$ cat src/rtl/spi_port_master_if.sv
// Shared Z80 CPU bus seen by I/O-port peripherals.
// Ports: a address, d write data, ioreq/rd/wr strobes (active high).
interface cpu_bus;
  logic [15:0] a;
  logic [7:0]  d;
  logic        ioreq;
  logic        rd;
  logic        wr;

  modport slave (
    input a, d, ioreq, rd, wr
  );

  modport master (
    output a, d, ioreq, rd, wr
  );
endinterface

$ cat src/rtl/spi_port_master.sv
// Z80 I/O-port SPI master (mode 0) with N chip selects, SCK divider,
// one-deep TX hold register with overflow flag and optional read-ahead.
// Ports: rst_n/clk28, en, bus (cpu_bus.slave), d_out/d_out_active read
// path, sd_miso/sd_mosi/sd_sck/sd_cs SPI pins, spi_wait CPU wait request.
// Build option: define SPI_READAHEAD_EN to implement the ra config bit.
module spi_port_master #(
  parameter int         CS_COUNT  = 2,
  parameter logic [7:0] DATA_PORT = 8'hEB,
  parameter logic [7:0] CS_PORT   = 8'hE7,
  parameter logic [7:0] CFG_PORT  = 8'hEF
) (
  input  logic                rst_n,
  input  logic                clk28,
  input  logic                en,
  cpu_bus.slave               bus,
  output logic [7:0]          d_out,
  output logic                d_out_active,
  input  logic                sd_miso,
  output logic                sd_mosi,
  output logic                sd_sck,
  output logic [CS_COUNT-1:0] sd_cs,
  output logic                spi_wait
);

  typedef enum logic [1:0] {
    IDLE, LOAD, SHIFT, DONE
  } state_e;

  // strobe bits: {cfg_rd, cfg_wr, cs_wr, data_rd, data_wr}
  logic [4:0] stb_d;
  logic [4:0] stb_q;
  logic [4:0] stb_p_q;
  logic [4:0] fire;
  logic [7:0] d_q;

  logic data_wr_f, data_rd_f, cs_wr_f, cfg_wr_f, cfg_rd_f;

  state_e        state_q;
  logic          sck_q;
  logic          mosi_q;
  logic [7:0]    sh_q;
  logic [7:0]    tx_q;
  logic [7:0]    hold_q;
  logic [7:0]    rx_q;
  logic [2:0]    hc_q;
  logic [3:0]    ec_q;
  logic          pending_q;
  logic          ovf_q;
  logic [2:0]    div_q;
  logic [CS_COUNT-1:0] cs_q;
  logic          sel_cfg_q;
  logic [7:0]    stat_q;

  logic          ra;
  logic          busy;
  logic [7:0]    stat;
  logic          q_req;
  logic [7:0]    q_byte;
  logic          sel_cfg;
  logic          unused_a;

  assign unused_a = ^bus.a[15:8];

  always_comb begin
    stb_d = '0;
    if (en && bus.ioreq) begin
      stb_d[0] = bus.wr && (bus.a[7:0] == DATA_PORT);
      stb_d[1] = bus.rd && (bus.a[7:0] == DATA_PORT);
      stb_d[2] = bus.wr && (bus.a[7:0] == CS_PORT);
      stb_d[3] = bus.wr && (bus.a[7:0] == CFG_PORT);
      stb_d[4] = bus.rd && (bus.a[7:0] == CFG_PORT);
    end
  end

  assign fire      = stb_q & ~stb_p_q;
  assign data_wr_f = fire[0];
  assign data_rd_f = fire[1];
  assign cs_wr_f   = fire[2];
  assign cfg_wr_f  = fire[3];
  assign cfg_rd_f  = fire[4];

  assign busy  = (state_q != IDLE);
  assign stat  = {busy, pending_q, ovf_q, 1'b0, ra, div_q};

  // a data write wins over a read-ahead request in the same cycle
  assign q_req  = data_wr_f | (data_rd_f & ra);
  assign q_byte = data_wr_f ? d_q : 8'hFF;

  always_ff @(posedge clk28 or negedge rst_n) begin
    if (!rst_n) begin
      stb_q     <= '0;
      stb_p_q   <= '0;
      d_q       <= '0;
      div_q     <= 3'd1;
      cs_q      <= '1;
      sel_cfg_q <= 1'b0;
      stat_q    <= 8'h01;
    end else begin
      stb_q   <= stb_d;
      stb_p_q <= stb_q;
      d_q     <= bus.d;
      if (cs_wr_f)  cs_q  <= d_q[CS_COUNT-1:0];
      if (cfg_wr_f) div_q <= d_q[2:0];
      if (cfg_rd_f) begin
        sel_cfg_q <= 1'b1;
        stat_q    <= stat;
      end else if (data_rd_f) begin
        sel_cfg_q <= 1'b0;
      end
    end
  end

`ifdef SPI_READAHEAD_EN
  logic ra_q;

  always_ff @(posedge clk28 or negedge rst_n) begin
    if (!rst_n) begin
      ra_q <= 1'b0;
    end else if (cfg_wr_f) begin
      ra_q <= d_q[3];
    end
  end

  assign ra = ra_q;
`else
  assign ra = 1'b0;
`endif

  always_ff @(posedge clk28 or negedge rst_n) begin
    if (!rst_n) begin
      state_q   <= IDLE;
      sck_q     <= 1'b0;
      mosi_q    <= 1'b1;
      sh_q      <= '0;
      tx_q      <= '0;
      hold_q    <= '0;
      rx_q      <= 8'hFF;
      hc_q      <= '0;
      ec_q      <= '0;
      pending_q <= 1'b0;
      ovf_q     <= 1'b0;
    end else begin
      if (cfg_rd_f) ovf_q <= 1'b0;
      unique case (state_q)
        IDLE: begin
          if (q_req) begin
            tx_q    <= q_byte;
            state_q <= LOAD;
          end
        end
        LOAD: begin
          sh_q    <= tx_q;
          mosi_q  <= tx_q[7];
          hc_q    <= div_q;
          ec_q    <= '0;
          state_q <= SHIFT;
        end
        SHIFT: begin
          if (hc_q == 3'd0) begin
            hc_q  <= div_q;
            sck_q <= ~sck_q;
            ec_q  <= ec_q + 4'd1;
            if (!sck_q) begin
              sh_q <= {sh_q[6:0], sd_miso};
            end else if (ec_q == 4'd15) begin
              mosi_q  <= 1'b1;
              state_q <= DONE;
            end else begin
              mosi_q <= sh_q[7];
            end
          end else begin
            hc_q <= hc_q - 3'd1;
          end
        end
        DONE: begin
          rx_q <= sh_q;
          if (pending_q) begin
            tx_q      <= hold_q;
            pending_q <= 1'b0;
            state_q   <= LOAD;
          end else if (q_req) begin
            tx_q    <= q_byte;
            state_q <= LOAD;
          end else begin
            state_q <= IDLE;
          end
        end
        default: state_q <= IDLE;
      endcase
      // requests that cannot launch directly go to hold or overflow
      if (q_req && (state_q == LOAD || state_q == SHIFT ||
                    (state_q == DONE && pending_q))) begin
        if (pending_q) begin
          ovf_q <= 1'b1;
        end else begin
          hold_q    <= q_byte;
          pending_q <= 1'b1;
        end
      end
    end
  end

  // the read-start cycle shows live status; later cycles the snapshot
  assign sel_cfg = cfg_rd_f ? 1'b1 :
                   data_rd_f ? 1'b0 : sel_cfg_q;

  assign d_out        = sel_cfg ? (cfg_rd_f ? stat : stat_q) : rx_q;
  assign d_out_active = stb_q[1] | stb_q[4];
  assign sd_mosi      = mosi_q;
  assign sd_sck       = sck_q;
  assign sd_cs        = cs_q;
  assign spi_wait     = busy | pending_q;

endmodule
$ cat src/flat_wrapper.sv
// flat-port wrapper written by rule: the top's interface ports become plain ports
module spi_port_master_flat 
#(
  parameter int         CS_COUNT  = 2,
  parameter logic [7:0] DATA_PORT = 8'hEB,
  parameter logic [7:0] CS_PORT   = 8'hE7,
  parameter logic [7:0] CFG_PORT  = 8'hEF
)
  (rst_n, clk28, en, d_out, d_out_active, sd_miso, sd_mosi, sd_sck, sd_cs, spi_wait, bus_a, bus_d, bus_ioreq, bus_rd, bus_wr);
  cpu_bus bus_i ();
  input  logic rst_n;
  input  logic clk28;
  input  logic en;
  output logic [7:0] d_out;
  output logic d_out_active;
  input  logic sd_miso;
  output logic sd_mosi;
  output logic sd_sck;
  output logic [CS_COUNT-1:0] sd_cs;
  output logic spi_wait;
  input wire logic [$bits(bus_i.a)-1:0] bus_a;
  input wire logic [$bits(bus_i.d)-1:0] bus_d;
  input wire logic [$bits(bus_i.ioreq)-1:0] bus_ioreq;
  input wire logic [$bits(bus_i.rd)-1:0] bus_rd;
  input wire logic [$bits(bus_i.wr)-1:0] bus_wr;
  assign bus_i.a = bus_a;
  assign bus_i.d = bus_d;
  assign bus_i.ioreq = bus_ioreq;
  assign bus_i.rd = bus_rd;
  assign bus_i.wr = bus_wr;
  spi_port_master #(.CS_COUNT(CS_COUNT), .DATA_PORT(DATA_PORT), .CS_PORT(CS_PORT), .CFG_PORT(CFG_PORT)) u_core (.rst_n(rst_n), .clk28(clk28), .en(en), .bus(bus_i), .d_out(d_out), .d_out_active(d_out_active), .sd_miso(sd_miso), .sd_mosi(sd_mosi), .sd_sck(sd_sck), .sd_cs(sd_cs), .spi_wait(spi_wait));
endmodule
$ cat config.mk
export PLATFORM = sky130hd
export DESIGN_NAME = spi_port_master_flat
export DESIGN_NICKNAME = d
export VERILOG_FILES = /design/src/rtl/spi_port_master_if.sv /design/src/rtl/spi_port_master.sv /design/src/flat_wrapper.sv
export SDC_FILE = /design/constraint.sdc
export NUM_CORES = 1
export LEC_CHECK = 0
export BUFFER_PORTS_ARGS = -buffer_cell sky130_fd_sc_hd__buf_2
export CAP_MARGIN = 20
export CORE_MARGIN = 2
export CORE_UTILIZATION = 54
export DETAILED_ROUTE_END_ITERATION = 8
export GPL_TIMING_DRIVEN = 0
export PLACE_DENSITY = 0.72
export SETUP_SLACK_MARGIN = 0.4
export SYNTH_ARGS = -nofsm -noshare
export SYNTH_HDL_FRONTEND = slang
export SYNTH_SLANG_ARGS = --single-unit
$ cat constraint.sdc
create_clock -name clk28 -period 2.1 [get_ports clk28]
set_input_delay 0.21 -clock clk28 [delete_from_list [all_inputs] [get_ports clk28]]
set_output_delay 0.21 -clock clk28 [all_outputs]
set_load 0.02 [all_outputs]
# Word-level counts from Yosys, hierarchy flattened
# Cells that the tools add are included.
# Widths: inputs -> output; s select.
[word_totals]
wordCells = 92
output_inout_bits = 14
ff_bits = 77
in_bits = 31
[classes]
n_eq_ne = 12
n_reduce_logical = 21
add_sub_neg = 2
bitwise_logic = 6
mux = 33
[op_table]
columns = ["cell", "count"]
rows = [
  ["$mux 8", 7],
  ["$pmux 8 s2", 2],
  ["$eq 8x8->1 const B", 3],
  ["$mux 1", 12],
  ["$mux 2", 5],
  ["$logic_and 1x1->1", 8],
  ["$ne 2x1->1 const B", 4],
  ["$pmux 2 s4", 1],
  ["$pmux 4 s2", 1],
  ["$pmux 3 s2", 1],
  ["$reduce_and 2->1", 3],
  ["$reduce_and 3->1", 2],
  ["$reduce_bool 2->1", 3],
  ["$and 5x5->5", 1],
  ["$mux 5", 1],
  ["$not 5->5", 1],
  ["$add 4x1->4 const B", 1],
  ["$eq 2x2->1 const B", 2],
  ["$eq 4x4->1 const B", 1],
  ["$mux 4", 1],
  ["$reduce_and 4->1", 1],
  ["$logic_not 3->1", 1],
  ["$mux 3", 1],
  ["$sub 3x1->3 const B", 1],
  ["7 further kinds", 10],
]

# Logic depth before layout (Yosys ltp)
# Gate-level depths: netlist (run 1).
[depth]
word_depth = 6
ltp_mapped = 7
mapped_depth_nobuf = 6

# Worst setup path after synthesis (run 1)
# No wires, ideal clock.
[synth_timing]
path_type = "register to register"
from = "reg u_core.state_q[1]"
to = "reg u_core.hold_q[0]"
path_slack_ps = 377
path_stages_with_launch = 6
required_time_ps = 1975
path_buffers = 0
setup_ps = 125
arrival_ps = 1598
period_less_slack_ps = 1723
path_cell_list = "dfrtp_1 -> inv_1 -> ha_1 -> inv_4 -> nor3_4 -> mux2_2"
[synth_via]
elab_chain_len = 5
elab_cells_between_ends = 8
classes_between = "eq/ne (3); reduce/logical (5)"
[synth_lines]
columns = ["element", "line", "source"]
rows = [
  ["start, declared", "spi_port_master.sv:38", "state_e state_q;"],
  ["start signal, assigned", "spi_port_master.sv:131", "state_q <= IDLE;"],
  ["start signal, assigned", "spi_port_master.sv:148", "state_q <= LOAD;"],
  ["start signal, assigned", "spi_port_master.sv:156", "state_q <= SHIFT;"],
  ["$eq 2x1->1, or another cell as far along", "spi_port_master.sv:191", "if (q_req && (state_q == LOAD || state_q == SHIFT ||"],
  ["$logic_or 1x1->1 or $logic_and 1x1->1 (tied branches)", "spi_port_master.sv:191, spi_port_master.sv:192", ""],
  ["$logic_or 1x1->1 *", "spi_port_master.sv:191", ""],
  ["$logic_and 1x1->1 *", "spi_port_master.sv:191", ""],
  ["$reduce_and 2->1 (no line) *", "-", ""],
  ["end signal, assigned", "spi_port_master.sv:196", "hold_q <= q_byte;"],
  ["end, declared", "spi_port_master.sv:43", "logic [7:0] hold_q;"],
]
# Every way passes the cells marked *; elsewhere a longest branch is shown, timed or not.
# A chain may end at the register's enable or synchronous reset.

# Final worst setup path (run 1)
[layout_timing]
from = "reg u_core.stb_q[1]"
to = "out d_out[2]"
[layout_via]
elab_chain_len = 4
[layout_lines]
columns = ["element", "line", "source"]
rows = [
  ["start, declared", "spi_port_master.sv:31", "logic [4:0] stb_q;"],
  ["start signal, assigned", "spi_port_master.sv:99", "stb_q <= stb_d;"],
  ["$and 5x5->5", "spi_port_master.sv:75", "assign fire = stb_q & ~stb_p_q;"],
  ["$mux 1", "spi_port_master.sv:205", "data_rd_f ? 1'b0 : sel_cfg_q;"],
  ["$mux 1", "spi_port_master.sv:204", "assign sel_cfg = cfg_rd_f ? 1'b1 :"],
  ["$mux 8", "spi_port_master.sv:207", "assign d_out = sel_cfg ? (cfg_rd_f ? stat : stat_q) : rx_q;"],
  ["end, declared", "flat_wrapper.sv:14", "output logic [7:0] d_out;"],
]
# No other way between the ends.

==> results of run 1 <==
[sequential cells by signal (all words and copies together), names as in the netlist, 3 cells and up]
register / cells
u_core.hc_q: 3
u_core.div_q: 3
u_core.sh_q: 8
u_core.d_q: 8
u_core.stb_q: 5
u_core.stat_q: 8
u_core.rx_q: 8
u_core.tx_q: 8
u_core.hold_q: 8
u_core.stb_p_q: 5
u_core.ec_q: 4
[stage by stage]
stage / power, mW / area, sq um / setup WS (ns)
2_1_floorplan: 3.51 / 3360 / 0.425
6_report: 5.62 / 4240 / 0.232
3_5_place_dp: 3.99 / 3650 / 0.159
5_1_grt: 5.96 / 4240 / 0.163
3_3_place_gp: 3.92 / 3630 / 0.196
4_1_cts: 5.49 / 4160 / 0.264
[per-layer routing]
layer | track usage | up-vias | share of wire
li1 | - | 1119 | -
met1 | 0.253 | 1136 | 0.44
met2 | 0.333 | 42 | 0.50
met3 | 0.0378 | 19 | 0.031
met4 | 0.0969 | 0 | 0.027
met5 | 0 | - | 0
[cell families after synthesis]
family | share of synthesized area
compound gates | 0.105
buf+inv | 0.0279
fa+ha+maj | 0.0335
mux | 0.133
simple gates | 0.119
flops | 0.579
xor+xnor | 0.00261
[cell usage after synthesis, types with 2 or more instances]
master     n
a22oi_1    9
nand2b_1   7
a21oi_1   11
a21o_1     2
ha_1       9
or2_2      2
mux2i_1   11
and2_1     4
a21oi_2    3
nor2_1    15
clkbuf_1   4
a311oi_1   2
buf_6      2
nand3_1    5
o21ai_1    2
buf_2      2
dfrtp_1   64
nor3_1     2
nand2_1   32
o21ai_0   16
inv_1      7
nor2b_1    4
dfstp_2   13
nand4_1    3
mux2_2    28
[report_power, final]
part | internal, mW | total (mW) | switching [mW] | leakage [nW]
clock | 0.702 | 1.22 | 0.518 | 0.107
combinational | 1.16 | 2.41 | 1.25 | 0.918
sequential | 1.81 | 2.00 | 0.183 | 0.986
total | 3.67 | 5.62 | 1.95 | 2.01
[worst reg2reg max path, cell delays in order, from the launching register on]
cell and delay, ns:
dfrtp_2 0.43, buf_6 0.14, ha_4 0.15, buf_8 0.13, a221oi_4 0.40, buf_4 0.19
nor2_1 0.04, a21oi_1 0.11
[worst max-delay path by stage]
stage | slack [ns] | to | cells past startpoint
floorplan | 0.43 | u_core.hold_q[0] | 5
global placement | 0.20 | u_core.hold_q[0] | 5
detailed placement | 0.16 | u_core.hold_q[3] | 5
CTS | 0.26 | d_out[2] | 6
global route | 0.16 | d_out[0] | 6
finish | 0.23 | d_out[2] | 6
[layout make-up]
class / count / area, sq um
Buffer: 9 / 87.6
Timing Repair Buffer: 61 / 469
Clock inverter: 4 / 72.6
Multi-Input combinational cell: 183 / 1400
Tap cell: 75 / 93.8
Inverter: 8 / 32.5
Sequential cell: 77 / 1940
Fill cell: 441 / 1710
Clock buffer: 12 / 145
[timing repair]
item                                   in CTS  in global routing
setup endpoints to repair                  23                 26
gates cloned                                0                  1
hold buffers                                9                  0
pin swaps                                   5                  4
endpoints found under the hold margin      33                  0
resized for setup                          32                 19
setup buffers                              10                  4
==> impl_metrics.csv, run 1 <==
group,metric,value,unit
status,status,"finished, final reports clean",
floorplanning,io-pin-count,45,
synthesis,synth_area_leader_cell,"dfrtp_1",
setup_path,rr_endpoint,"u_core.sh_q[4]",
sta,rsz0062_at_grt,"true",
setup_path,crit_family,"flip-flops",
cells_and_area,diodes,0,
detailed_routing,wl,6.58,mm
sta,max-slew-margin-rel,0.692,
floorplanning,core_area,5960,sq um
sta,slew_violations,0,
placed_design,portBuffers,36,
setup_path,crit_start,"u_core.stb_q[1]",
cells_and_area,final_cells,429,
sta,worstMarginPinSlew,0.463,ns
clock_network,cts-htree-levels,3,
floorplanning,start_util,0.564,
worst_hold_path,hp-start,"bus_a[2]",
clock_network,clk_pin_slew_worst_paths,0.07,ns
worst_hold_path,holdCritPathClass,"in2reg",
synthesis,postSynthAreaPerCell,12.1,sq um
global_routing,grt-ovfl-total,0,
sta,clock_skew,0.0103,ns
synthesis,synth_seq_cells,77,
placed_design,post-place-cells,389,
power_and_ir_drop,peakVddDrop,0.000713,V
worst_hold_path,hold_end,"u_core.stb_q[1]",
clock_network,clkLatencyLatePin,0.34,ns
setup_path,r2r_start,"u_core.state_q[1]",
global_routing,grt_max_degree,43,
synthesis,ys_seq_area_frac,0.579,
cells_and_area,final_common_cell,"dfrtp_1",
cells_and_area,syn_to_final_growth,26.3,%
setup_path,crit_path_cell_trace,"inv_2 -> o21ai_2 -> and2_4 -> buf_8 -> mux2_4 -> buf_6",
synthesis,ys_types,43,
synthesis,synth-main-ff-cell,"dfrtp_1",
global_routing,antenna_found_initial,0,
synthesis,synth_edf_count,0,
detailed_routing,vias_per_cell,5.40,
power_and_ir_drop,power_per_cell_area,1330,nW/um^2
floorplanning,die_y,82.9,microns
floorplanning,fp.dieW,82.9,microns
clock_network,cts_buffer_depth,2,
global_routing,grt_pass1_wl,11.1,mm
sta,holdWs,0.0788,ns
floorplanning,dieArea,6870,sq um
cells_and_area,nets,389,
setup_path,critPathMaxFanout,7,
setup_path,crit_slowest_cell,"dfrtp_1",
worst_hold_path,hold_depth,2,
clock_network,root_buffer,"clkbuf_8",
global_routing,grt_usage,0.200,
synthesis,syn_nets,317,
synthesis,synth_top_area_share,0.477,
cells_and_area,final_cell_mix,"63 x dfrtp_1, 31 x nand2_1, 29 x buf_2",
clock_network,cts_tree,"yes",
synthesis,synthArstFlopShare,1.00,
detailed_routing,ant_nets,0,
setup_path,reg2regPathDepth,7,
sta,hold_viol_final,0,
global_routing,grt_pass1_vias,2446,
cells_and_area,drive_above_1_share,0.395,
sta,max_freq,535,MHz
synthesis,synth_area_leaders,"dfrtp_1 48%, dfstp_2 10%, mux2_2 9.4%, nand2_1 3.6%, ha_1 3.4%",
power_and_ir_drop,power.static_leakage,2.01,nW
synthesis,synth_cells,277,
setup_path,required,1.89,ns
setup_path,crit_path_end_kind,"output port",
sta,tns,0,ns
cells_and_area,utilization,0.712,
setup_path,rrSetupSlack,0.44,ns
setup_path,start_kind,"flop",
sta,setup_viol,0,
setup_path,cpPeakStageDelay,0.38,ns
flow_run,cap_violations,0,
setup_path,crit_type,"reg2out",
clock_network,clock_sinks,77,
detailed_routing,dr.first_iter.drc_count,115,
setup_path,arrival,1.66,ns
placed_design,gp_congestion,0.814,
detailed_routing,wl_per_cell,15.3,microns
sta,fin_crit_sh,0.889,
floorplanning,rows,28,
setup_path,path_buf_inv,3,
detailed_routing,drtPass1Iterations,4,
synthesis,syn_area,3360,sq um
placed_design,dpl.hpwl,4.33,mm
sta,layout_min_cycle_time,1.87,ns
detailed_routing,via_count,2316,
detailed_routing,drc,0,
clock_network,cts_buffers,9,
synthesis,synth_warnings,0,
No activity file was read; power rests on OpenSTA's default activity.
==> inputs of run 2 (changes only) <==
--- a/config.mk
+++ b/config.mk
@@ -7,11 +7,12 @@
 export LEC_CHECK = 0
 export BUFFER_PORTS_ARGS = -buffer_cell sky130_fd_sc_hd__buf_2
 export CAP_MARGIN = 20
+export CORE_ASPECT_RATIO = 1.75
 export CORE_MARGIN = 2
-export CORE_UTILIZATION = 54
+export CORE_UTILIZATION = 51
 export DETAILED_ROUTE_END_ITERATION = 8
 export GPL_TIMING_DRIVEN = 0
-export PLACE_DENSITY = 0.72
+export PLACE_DENSITY = 0.69
 export SETUP_SLACK_MARGIN = 0.4
 export SYNTH_ARGS = -nofsm -noshare
 export SYNTH_HDL_FRONTEND = slang
==> run 2 against run 1 <==
Net effect: first-iteration DRC count fell by 1.7%; register-to-register slack got worse by 0.04 ns; sequential power barely moved; largest cell class unchanged; die area rose by 6.0%; cell area rose by 2.9%; sequential cell count did not move; cell count rose by 1.9%; combinational power fell by 3%; global-route usage fell by 0.068 points; fmax rose by 1.7%.
==> impl_metrics.csv, run 2 (same netlist as run 1, synthesis figures left out) <==
group,metric,value,unit
power_and_ir_drop,power.static_leakage,2.07,nW
sta,hold_viol_final,0,
floorplanning,start_util,0.521,
power_and_ir_drop,power_per_cell_area,1380,nW/um^2
floorplanning,rows,39,
floorplanning,dieArea,7280,sq um
clock_network,clk_pin_slew_worst_paths,0.06,ns
detailed_routing,via_count,2283,
placed_design,dpl.hpwl,4.35,mm
global_routing,grt_pass1_wl,10.9,mm
floorplanning,die_y,111,microns
detailed_routing,wl_per_cell,15.2,microns
cells_and_area,final_cell_mix,"64 x dfrtp_1, 30 x nand2_1, 28 x buf_2",
placed_design,post-place-cells,396,
setup_path,required,1.89,ns
floorplanning,fp.dieW,65.3,microns
global_routing,antenna_found_initial,0,
setup_path,arrival,1.63,ns
sta,rsz0062_at_grt,"true",
cells_and_area,nets,390,
detailed_routing,dr.first_iter.drc_count,113,
cells_and_area,drive_above_1_share,0.392,
worst_hold_path,holdCritPathClass,"in2reg",
clock_network,cts_tree,"yes",
sta,layout_min_cycle_time,1.84,ns
setup_path,critPathMaxFanout,7,
power_and_ir_drop,peakVddDrop,0.000848,V
status,status,"finished, final reports clean",
sta,max-slew-margin-rel,0.693,
sta,setup_viol,0,
cells_and_area,utilization,0.678,
cells_and_area,diodes,0,
cells_and_area,final_cells,437,
clock_network,cts-htree-levels,3,
detailed_routing,wl,6.65,mm
sta,max_freq,545,MHz
clock_network,clock_sinks,77,
clock_network,root_buffer,"clkbuf_16",
floorplanning,io-pin-count,45,
clock_network,clkLatencyLatePin,0.33,ns
placed_design,gp_congestion,0.769,
global_routing,grt_pass1_vias,2333,
detailed_routing,vias_per_cell,5.22,
clock_network,cts_buffers,9,
sta,slew_violations,0,
floorplanning,core_area,6440,sq um
sta,worstMarginPinSlew,0.460,ns
setup_path,crit_family,"flip-flops",
setup_path,crit_path_cell_trace,"o21ai_2 -> and2_4 -> buf_8 -> mux2_4 -> buf_6",
sta,tns,0,ns
detailed_routing,drtPass1Iterations,4,
setup_path,crit_path_end_kind,"output port",
cells_and_area,syn_to_final_growth,30.0,%
setup_path,path_buf_inv,2,
global_routing,grt_usage,0.200,
setup_path,crit_type,"reg2out",
clock_network,cts_buffer_depth,2,
global_routing,grt-ovfl-total,0,
sta,fin_crit_sh,0.874,
global_routing,grt_max_degree,54,
sta,clock_skew,0.00642,ns
setup_path,start_kind,"flop",
detailed_routing,drc,0,
placed_design,portBuffers,36,
flow_run,cap_violations,0,
setup_path,cpPeakStageDelay,0.38,ns
detailed_routing,ant_nets,0,
cells_and_area,final_common_cell,"dfrtp_1",
setup_path,crit_slowest_cell,"dfrtp_1",
run 2: area by class of cell:
class	instances	area [sq um]
repair buffers	62	477
fillers	486	2080
multi-input cells	183	1390
flip-flops and latches	77	1940
plain buffers	9	92.6
clock buffers	11	243
well taps	82	103
inverters	8	32.5
clock inverters	5	83.8
run 2: worst register-to-register path: stages (launching register included):
cell and delay, ns:
dfrtp_1 0.42, buf_4 0.15, ha_1 0.18, clkbuf_8 0.17, a221oi_4 0.36, buf_4 0.18, nor2_1 0.04, a21oi_1 0.12
run 2: repair_timing:
item | CTS | global route
pin swaps | 7 | 6
hold endpoints to repair | 32 | 0
endpoints found under the setup margin | 24 | 27
gates resized for setup | 34 | 14
hold buffers | 9 | 0
buffers inserted | 13 | 3
run 2: per-layer routing:
layer  global-route usage  share of wire
met1                0.237           0.40
met2                0.337           0.55
met3               0.0424          0.026
met4               0.0986          0.031
met5                    0              0
run 2: path summary, 6_finish.rpt:
check	from	endpoint	slack [ns]	depth (start not counted)
hold reg to reg	u_core.stb_q[2]	u_core.stb_p_q[2]	0.38	0
setup reg to reg	u_core.state_q[1]	u_core.sh_q[0]	0.40	7
hold / removal	bus_a[2]	u_core.stb_q[1]	0.08	2
min in group asynchronous	rst_n	u_core.ec_q[0]	0.33	2
setup / recovery	u_core.stb_p_q[1]	d_out[2]	0.26	5
max in group asynchronous	rst_n	u_core.sd_cs[0]	1.16	3
run 2: power by group:
| part | internal [mW] | total [mW] | switching [mW] |
|---|---|---|---|
| Sequential | 1.82 | 2.03 | 0.217 |
| Clock | 1.07 | 1.65 | 0.573 |
| Combinational | 1.11 | 2.33 | 1.21 |
run 2: stage by stage:
step	total power, mW	instance area [sq um]	setup WS (ns)	hold WS, ns
after global placement	3.97	3640	0.148	0.317
after CTS	5.97	4310	0.282	0.0616
after detailed placement	4.02	3670	0.128	0.141
after global routing	6.33	4360	0.199	0.0677
after floorplan	3.51	3360	0.425	-0.0856
final	6.01	4360	0.264	0.0775
